$ cat src/rtl/pwm_sample_feeder_if.sv
// FIFO-side and pwmdac-side signals of the sample feeder.
// master drives enable and FIFO status; slave is the feeder itself.
interface pwm_sample_feeder_if #(
  parameter int IN_WIDTH  = 16,
  parameter int OUT_WIDTH = 8
);
  logic                 enable;
  logic [IN_WIDTH-1:0]  fifo_data;
  logic                 fifo_empty_n;
  logic                 fifo_rd;
  logic [OUT_WIDTH-1:0] sample;
  logic                 sample_valid;
  logic                 underrun;
  logic [15:0]          underrun_cnt;

  modport master (
    output enable, fifo_data, fifo_empty_n,
    input  fifo_rd, sample, sample_valid,
    input  underrun, underrun_cnt
  );

  modport slave (
    input  enable, fifo_data, fifo_empty_n,
    output fifo_rd, sample, sample_valid,
    output underrun, underrun_cnt
  );
endinterface

$ cat src/rtl/pwm_sample_feeder.sv
// Paces FIFO samples into pwmdac at a fixed rate with one-word prefetch,
// round/saturate scaling and underrun accounting.
module pwm_sample_feeder #(
  parameter int IN_WIDTH  = 16,
  parameter int OUT_WIDTH = 8,
  parameter int SHIFT     = 4,
  parameter int PERIOD    = 2500,
  parameter int GUARD     = 2
) (
  input logic clk,
  input logic rst_n,
  pwm_sample_feeder_if.slave bus
);

  localparam int CW = $clog2(PERIOD);
  localparam int GW = $clog2(GUARD + 1);

  localparam logic [CW-1:0] LAST = CW'(PERIOD - 1);
  localparam logic [GW-1:0] GEND = GW'(GUARD - 1);
  localparam logic [OUT_WIDTH-1:0] MID =
    {1'b1, {(OUT_WIDTH-1){1'b0}}};
  localparam logic [IN_WIDTH:0] HALF =
    (IN_WIDTH+1)'(1 << (SHIFT - 1));
  localparam logic [IN_WIDTH:0] MAXV =
    (IN_WIDTH+1)'((1 << OUT_WIDTH) - 1);

  typedef enum logic [1:0] {
    S_EMPTY,
    S_ACK,
    S_SETTLE,
    S_FULL
  } state_e;

  state_e               state_q, state_d;
  logic [CW-1:0]        cnt_q, cnt_d;
  logic [GW-1:0]        guard_q, guard_d;
  logic [IN_WIDTH-1:0]  buf_q, buf_d;
  logic                 rd_q, rd_d;
  logic [OUT_WIDTH-1:0] sample_q, sample_d;
  logic                 valid_q, valid_d;
  logic                 ur_q, ur_d;
  logic [15:0]          urc_q, urc_d;

  logic                 tick;
  logic [IN_WIDTH:0]    rnd;
  logic [OUT_WIDTH-1:0] conv;

  // One extra bit so rounding of a full-scale word cannot wrap.
  always_comb begin
    rnd  = ({1'b0, buf_q} + HALF) >> SHIFT;
    conv = (rnd > MAXV) ? MAXV[OUT_WIDTH-1:0]
                        : rnd[OUT_WIDTH-1:0];
  end

  assign tick = (cnt_q == LAST);

  always_comb begin
    state_d  = state_q;
    cnt_d    = cnt_q;
    guard_d  = guard_q;
    buf_d    = buf_q;
    rd_d     = 1'b0;
    sample_d = sample_q;
    valid_d  = 1'b0;
    ur_d     = 1'b0;
    urc_d    = urc_q;

    if (!bus.enable) begin
      state_d  = S_EMPTY;
      cnt_d    = '0;
      guard_d  = '0;
      buf_d    = '0;
      sample_d = MID;
    end else begin
      cnt_d = tick ? '0 : cnt_q + CW'(1);

      unique case (state_q)
        S_EMPTY: begin
          if (bus.fifo_empty_n) begin
            buf_d   = bus.fifo_data;
            rd_d    = 1'b1;
            state_d = S_ACK;
          end
        end
        S_ACK: begin
          guard_d = '0;
          state_d = S_SETTLE;
        end
        S_SETTLE: begin
          if (guard_q == GEND) state_d = S_FULL;
          else guard_d = guard_q + GW'(1);
        end
        S_FULL: ;
        default: state_d = S_EMPTY;
      endcase

      // A tick without a full buffer leaves any fetch running.
      if (tick) begin
        if (state_q == S_FULL) begin
          sample_d = conv;
          valid_d  = 1'b1;
          state_d  = S_EMPTY;
        end else begin
          ur_d = 1'b1;
          if (urc_q != 16'hFFFF) urc_d = urc_q + 16'd1;
        end
      end
    end
  end

  always_ff @(posedge clk or negedge rst_n) begin
    if (!rst_n) begin
      state_q  <= S_EMPTY;
      cnt_q    <= '0;
      guard_q  <= '0;
      buf_q    <= '0;
      rd_q     <= 1'b0;
      sample_q <= MID;
      valid_q  <= 1'b0;
      ur_q     <= 1'b0;
      urc_q    <= '0;
    end else begin
      state_q  <= state_d;
      cnt_q    <= cnt_d;
      guard_q  <= guard_d;
      buf_q    <= buf_d;
      rd_q     <= rd_d;
      sample_q <= sample_d;
      valid_q  <= valid_d;
      ur_q     <= ur_d;
      urc_q    <= urc_d;
    end
  end

  assign bus.fifo_rd      = rd_q;
  assign bus.sample       = sample_q;
  assign bus.sample_valid = valid_q;
  assign bus.underrun     = ur_q;
  assign bus.underrun_cnt = urc_q;

endmodule

$ cat src/flat_wrapper.sv
// flat-port wrapper written by rule: the top's interface ports become plain ports
module pwm_sample_feeder_flat 
#(
  parameter int IN_WIDTH  = 16,
  parameter int OUT_WIDTH = 8,
  parameter int SHIFT     = 4,
  parameter int PERIOD    = 2500,
  parameter int GUARD     = 2
)
  (clk, rst_n, bus_enable, bus_fifo_data, bus_fifo_empty_n, bus_fifo_rd, bus_sample, bus_sample_valid, bus_underrun, bus_underrun_cnt);
  pwm_sample_feeder_if #(.IN_WIDTH(IN_WIDTH), .OUT_WIDTH(OUT_WIDTH)) bus_i ();
  input logic clk;
  input logic rst_n;
  input wire logic [$bits(bus_i.enable)-1:0] bus_enable;
  input wire logic [$bits(bus_i.fifo_data)-1:0] bus_fifo_data;
  input wire logic [$bits(bus_i.fifo_empty_n)-1:0] bus_fifo_empty_n;
  output wire logic [$bits(bus_i.fifo_rd)-1:0] bus_fifo_rd;
  output wire logic [$bits(bus_i.sample)-1:0] bus_sample;
  output wire logic [$bits(bus_i.sample_valid)-1:0] bus_sample_valid;
  output wire logic [$bits(bus_i.underrun)-1:0] bus_underrun;
  output wire logic [$bits(bus_i.underrun_cnt)-1:0] bus_underrun_cnt;
  assign bus_i.enable = bus_enable;
  assign bus_i.fifo_data = bus_fifo_data;
  assign bus_i.fifo_empty_n = bus_fifo_empty_n;
  assign bus_fifo_rd = bus_i.fifo_rd;
  assign bus_sample = bus_i.sample;
  assign bus_sample_valid = bus_i.sample_valid;
  assign bus_underrun = bus_i.underrun;
  assign bus_underrun_cnt = bus_i.underrun_cnt;
  pwm_sample_feeder #(.IN_WIDTH(IN_WIDTH), .OUT_WIDTH(OUT_WIDTH), .SHIFT(SHIFT), .PERIOD(PERIOD), .GUARD(GUARD)) u_core (.clk(clk), .rst_n(rst_n), .bus(bus_i));
endmodule
$ cat config.mk
export PLATFORM = sky130hd
export DESIGN_NAME = pwm_sample_feeder_flat
export DESIGN_NICKNAME = d
export VERILOG_FILES = /design/src/rtl/pwm_sample_feeder_if.sv /design/src/rtl/pwm_sample_feeder.sv /design/src/flat_wrapper.sv
export SDC_FILE = /design/constraint.sdc
export NUM_CORES = 1
export LEC_CHECK = 0
export ABC_AREA = 0
export CAP_MARGIN = 20
export CORE_ASPECT_RATIO = 0.7
export CORE_MARGIN = 4
export CORE_UTILIZATION = 40
export CTS_CLUSTER_DIAMETER = 50
export DETAILED_ROUTE_END_ITERATION = 12
export DONT_BUFFER_PORTS = 1
export PLACE_DENSITY_LB_ADDON = 0.3
export SYNTH_ARGS = -nofsm -noshare
export SYNTH_HDL_FRONTEND = slang
export SYNTH_SLANG_ARGS = --single-unit
$ cat constraint.sdc
create_clock -name clk -period 2 [get_ports clk]
set_input_delay 0.1 -clock clk [delete_from_list [all_inputs] [get_ports clk]]
set_output_delay 0.1 -clock clk [all_outputs]
set_load 0.005 [all_outputs]
Word level (Yosys, flattened, before mapping)
Cells that the tools add are included.
{"block": "totals", "reg_bits": 59, "in_bits": 20, "elab_cells": 59, "output_inout_bits": 27}
{"block": "op_classes", "muxes": 27, "n_lt_le_gt_ge": 1, "n_reduce_logical": 5, "n_addsub": 4, "n_eq_ne": 12, "bitwise_logic": 1}
{"op": "$mux W16", "count": 3}
{"op": "$mux W8", "count": 4}
{"op": "$mux W12", "count": 2}
{"op": "$add A16 B4 Y17 const B", "count": 1}
{"op": "$add A16 B1 Y16 const B", "count": 1}
{"op": "$ne A16 B16 Y1 const B", "count": 1}
{"op": "$mux W2", "count": 7}
{"op": "$gt A13 B8 Y1 const B", "count": 1}
{"op": "$add A12 B1 Y12 const B", "count": 1}
{"op": "$eq A12 B12 Y1 const B", "count": 1}
{"op": "$mux W1", "count": 9}
{"op": "$ne A2 B1 Y1 const B", "count": 4}
{"op": "$pmux W2 S3", "count": 1}
{"op": "$reduce_and A2 Y1", "count": 3}
{"op": "$eq A2 B1 Y1 const B", "count": 2}
{"op": "$eq A2 B2 Y1 const B", "count": 2}
{"op": "$pmux W2 S2", "count": 1}
{"op": "$reduce_and A4 Y1", "count": 1}
{"op": "$ne A3 B1 Y1 const B", "count": 1}
{"op": "$ne A3 B3 Y1 const B", "count": 1}
{"op": "$add A2 B1 Y2 const B", "count": 1}
{"op": "$logic_not A2 Y1", "count": 1}
{"op": "$not A1 Y1", "count": 1}

Depth between registers and ports, before layout
{"block": "logic_depth", "ltp_word": 6, "mapped_depth": 7, "ltp_nobuf": 6}

Least setup slack after synthesis
No wires, ideal clock.
{"block": "synth_timing", "path_type": "flip-flop to flip-flop", "from": "register u_core.urc_q[0] (netlist: u_core.bus.underrun_cnt[0])", "to": "register u_core.urc_q[9] (netlist: u_core.bus.underrun_cnt[9])", "path_stages_with_launch": 8, "arrival_time_ns": 1.635, "required_ns": 1.876, "path_buffers": 1, "setup_slack_ns": 0.241, "setup_time_ns": 0.124, "period_less_slack_ns": 1.759, "cell_sequence": "dfrtp_1 ha_1 nand2_1 nor4_4 a2111oi_4 buf_6 nand4_1 xnor2_1"}
{"block": "synth_between", "elab_chain_cells": 2, "word_cells_on_any_way": 3, "classes_between": "add/sub: 1; eq/ne: 1; reduce/logical: 1"}
{"item": "start, declared", "line_no": "pwm_sample_feeder.sv:42", "text": "logic [15:0] urc_q, urc_d;"}
{"item": "start signal, assigned", "line_no": "pwm_sample_feeder.sv:131", "text": "urc_q <= urc_d;"}
{"item": "parallel branches: the longest is 2 deep, another holds $add A16 B1 Y16"}
Parallel ways; which one is timed is not known.
A chain may end at the register's enable or synchronous reset.

Worst setup path after layout
{"block": "layout_timing", "from": "register u_core.urc_q[4] (netlist: u_core.bus.underrun_cnt[4])", "to": "register u_core.urc_q[15] (netlist: u_core.bus.underrun_cnt[15])"}
The elaborated chain is that of the path after synthesis.

==> impl_metrics.env <==
export IMPL_status="finished clean"
export IMPL_synth_top_area_share_pct=50.3
export IMPL_cts_tree="built"
export IMPL_cts_root_buffer="clkbuf_8"
export IMPL_start_util_pct=42.6
export IMPL_grt_overflow=0
export IMPL_synth_edf_count=0
export IMPL_synthTopCellsByArea="dfrtp_1, nand2_1, xnor2_1, ha_1, xor2_1"
export IMPL_rows=24
export IMPL_firstDrtPassIters=4
export IMPL_ys_flop_type="dfrtp_1"
export IMPL_drtIter0Drc=147
export IMPL_path_class="flip-flop to flip-flop"
export IMPL_worstPathArrival_ns=2.04
export IMPL_dr_wl_met2_mm=2.51
export IMPL_required_ns=2.21
export IMPL_slew_headroom_pct=59.3
export IMPL_synth_seq_area_share_pct=51.2
export IMPL_wl_mm=6.01
export IMPL_powerDensity_nw_per_um2=668
export IMPL_grt_pass1_vias=1934
export IMPL_critPathLaunchType="flip-flop"
export IMPL_synth_compound_area_share_pct=8.73
export IMPL_finalMaxSlewViolations=0
export IMPL_clock_latency_ns=0.32
export IMPL_fin_crit_ns=1.84
export IMPL_grt_max_degree=57
export IMPL_ios=47
export IMPL_sw_frac_of_total_pct=27.5
export IMPL_critPathMaxFanout=4
export IMPL_numCtsBuffers=5
export IMPL_hold_viol_final=0
export IMPL_yosys_area_share_adder_pct=3.66
export IMPL_yosysTopAreaCell="dfrtp_1"
export IMPL_power_clock_fraction_pct=29.6
export IMPL_setup_tns_ns=0
export IMPL_synth_cells=269
export IMPL_die_h_um=77.2
export IMPL_wl_met1_mm=2.97
export IMPL_grt_pass1_wl_mm=10.1
export IMPL_clk_pin_slew_ns=0.10
export IMPL_vias=2030
export IMPL_gp_congestion=0.784
export IMPL_p_leak_nw=1.44
export IMPL_routed_wl_met3_um=466
export IMPL_synth_async_reset_ratio_pct=100
export IMPL_viasPerCell=5.25
export IMPL_fin_total_pwr_mw=2.12
export IMPL_hpwl_mm=4.16
export IMPL_ant_nets=0
export IMPL_dieArea_um2=8250
export IMPL_yosys_area_share_simple_pct=22.9
export IMPL_clk_path_buf_depth=2
export IMPL_p_int_mw=1.53
export IMPL_fillers=609
export IMPL_synth_seq_cells=56
export IMPL_final_nets=323
export IMPL_io_buffers=0
export IMPL_worstHoldPathType="input pin to flip-flop"
export IMPL_synth_fp_nets=297
export IMPL_topRoutingLayerUsed="met4"
export IMPL_power_switching_mw=0.582
export IMPL_cts_sinks=56
export IMPL_rsz0062_at_grt="false"
export IMPL_layout_drive_gt1_share_pct=9.46
export IMPL_irDropWorstVdd_mv=0.316
export IMPL_yosys_warnings=0
export IMPL_syn2layout_area_growth_pct=15.7
export IMPL_antenna_found_initial=0
export IMPL_die_x_um=107
export IMPL_antenna_cells=0
export IMPL_htree_levels=2
export IMPL_cp_end_kind="flip-flop"
export IMPL_synth_mux_area_share_pct=1.97
export IMPL_synth_xor_area_share_pct=9.28
export IMPL_fmax_ghz=0.544
export IMPL_core_um2=6430
export IMPL_drv_cap=0
export IMPL_tightest_slew_ns=0.610
export IMPL_cts_setup_buffers=0
export IMPL_wire_per_inst_um=15.5
export IMPL_avgSynthCellArea_um2=10.2
export IMPL_fin_skew_ns=0.0103
export IMPL_power_frac_comb_pct=12.7
export IMPL_setup_viol=0
export IMPL_synth_top_family_by_area="simple AND/OR/NAND/NOR gates"
export IMPL_utilization_pct=49.3
export IMPL_period_share_pct=91.9
export IMPL_seq_power_share_pct=57.8
export IMPL_netlist_cell_type_count=39
export IMPL_grt_util_all_layers_pct=15.5
export IMPL_drc=0
export IMPL_synth_cell_area_um2=2740
## metal layers
layer / vias to the layer above / global-route usage [%]
met5: - / 0
met4: 0 / 4.60
met3: 7 / 5.29
met2: 56 / 21.2
met1: 983 / 22.9
li1: 984 / -
## power groups by stage
| stage | Clock [mW] | Sequential (mW) | Combinational [mW] |
|---|---|---|---|
| floorplan | 0 | 1.23 | 0.158 |
| global placement | 0 | 1.24 | 0.206 |
| detailed placement | 0 | 1.24 | 0.211 |
| CTS | 0.645 | 1.22 | 0.267 |
| global route | 0.693 | 1.23 | 0.308 |
| finish | 0.625 | 1.22 | 0.268 |
## logic make-up after synthesis
kind of cell | count (synthesis)
xor+xnor | 29
simple gates | 123
buf+inv | 14
mux | 5
fa+ha+maj | 8
compound gates | 34
flops | 56
## sequential cells by signal (all words and copies together) (netlist names)
register,flops
u_core.cnt_q,12
u_core.bus.underrun_cnt,16
u_core.guard_q,2
u_core.bus.sample_valid,1
u_core.buf_q,13
u_core.bus.sample,8
u_core.bus.underrun,1
u_core.state_q,2
u_core.bus.fifo_rd,1
## synth_stat cells, types with 2 or more instances
library cell	number
a211oi_1	2
a21oi_1	17
a221o_1	6
and2_0	2
and2_1	2
and3_1	8
and4_1	3
clkbuf_1	4
dfrtp_1	55
ha_1	8
inv_1	7
mux2_2	3
mux2i_1	2
nand2_1	47
nand2b_1	2
nand3_1	13
nand4_1	9
nor2_1	23
nor2b_1	3
nor3_1	2
nor4_1	2
o21ai_0	5
xnor2_1	18
xor2_1	11
## layout make-up
cell class	count	area (um2)	area share, %
clock inverters	2	16.3	0.513
multi-input cells	199	1280	40.4
repair buffers	26	256	8.10
flip-flops and latches	56	1400	44.3
inverters	7	26.3	0.829
well taps	91	114	3.59
clock buffers	6	72.6	2.29
## what timing repair did
| action | 4_1_cts | 5_1_grt |
|---|---|---|
| hold buffers | 16 | 0 |
| hold endpoints to repair | 72 | 0 |
| gates resized for setup | 0 | 2 |
| endpoints found under the setup margin | 0 | 4 |
## per-stage QoR
step | cells | hold WS, ns | setup WS, ns | cell area [um2]
final | 387 | 0.0532 | 0.162 | 3170
after detailed placement | 363 | -0.194 | 0.138 | 2890
after floorplan | 269 | -0.196 | 0.241 | 2740
after CTS | 387 | 0.0499 | 0.0831 | 3160
after global routing | 387 | 0.0498 | 0.0285 | 3170
after global placement | 363 | -0.194 | 0.154 | 2890
## final timing paths
| kind | startpoint | endpoint | slack [ns] | cells past startpoint |
|---|---|---|---|---|
| max in group asynchronous | rst_n | u_core.bus.sample[7]$_DFFE_PN1P_ | 1.41 | 2 |
| min | bus_enable | u_core.bus.underrun$_DFF_PN0_ | 0.05 | 2 |
| max | u_core.bus.underrun_cnt[4]$_DFFE_PN0P_ | u_core.bus.underrun_cnt[15]$_DFFE_PN0P_ | 0.16 | 5 |
| min reg2reg | u_core.cnt_q[0]$_DFF_PN0_ | u_core.cnt_q[0]$_DFF_PN0_ | 0.46 | 1 |
| max reg2reg | u_core.bus.underrun_cnt[4]$_DFFE_PN0P_ | u_core.bus.underrun_cnt[15]$_DFFE_PN0P_ | 0.16 | 5 |
| min in group asynchronous | rst_n | u_core.bus.underrun_cnt[13]$_DFFE_PN0P_ | 0.31 | 2 |
## critical path, cell delays in order, from the launching register on
cell,delay (ns)
dfrtp_1,0.44
nand4_1,0.21
buf_4,0.21
nor4_1,0.41
nand4_1,0.17
mux2_2,0.29
## cells in the final DEF, fill, tap and decap left out, drive strengths merged, types with 10 or more instances in the layout
cell type / count
dfrtp: 55
nand2: 47
nor2: 24
xnor2: 18
a21oi: 17
dlygate4sd3: 15
nand3: 13
xor2: 11
buf: 11
nand4: 10
Note: power is estimated with default switching activity, not from simulation.
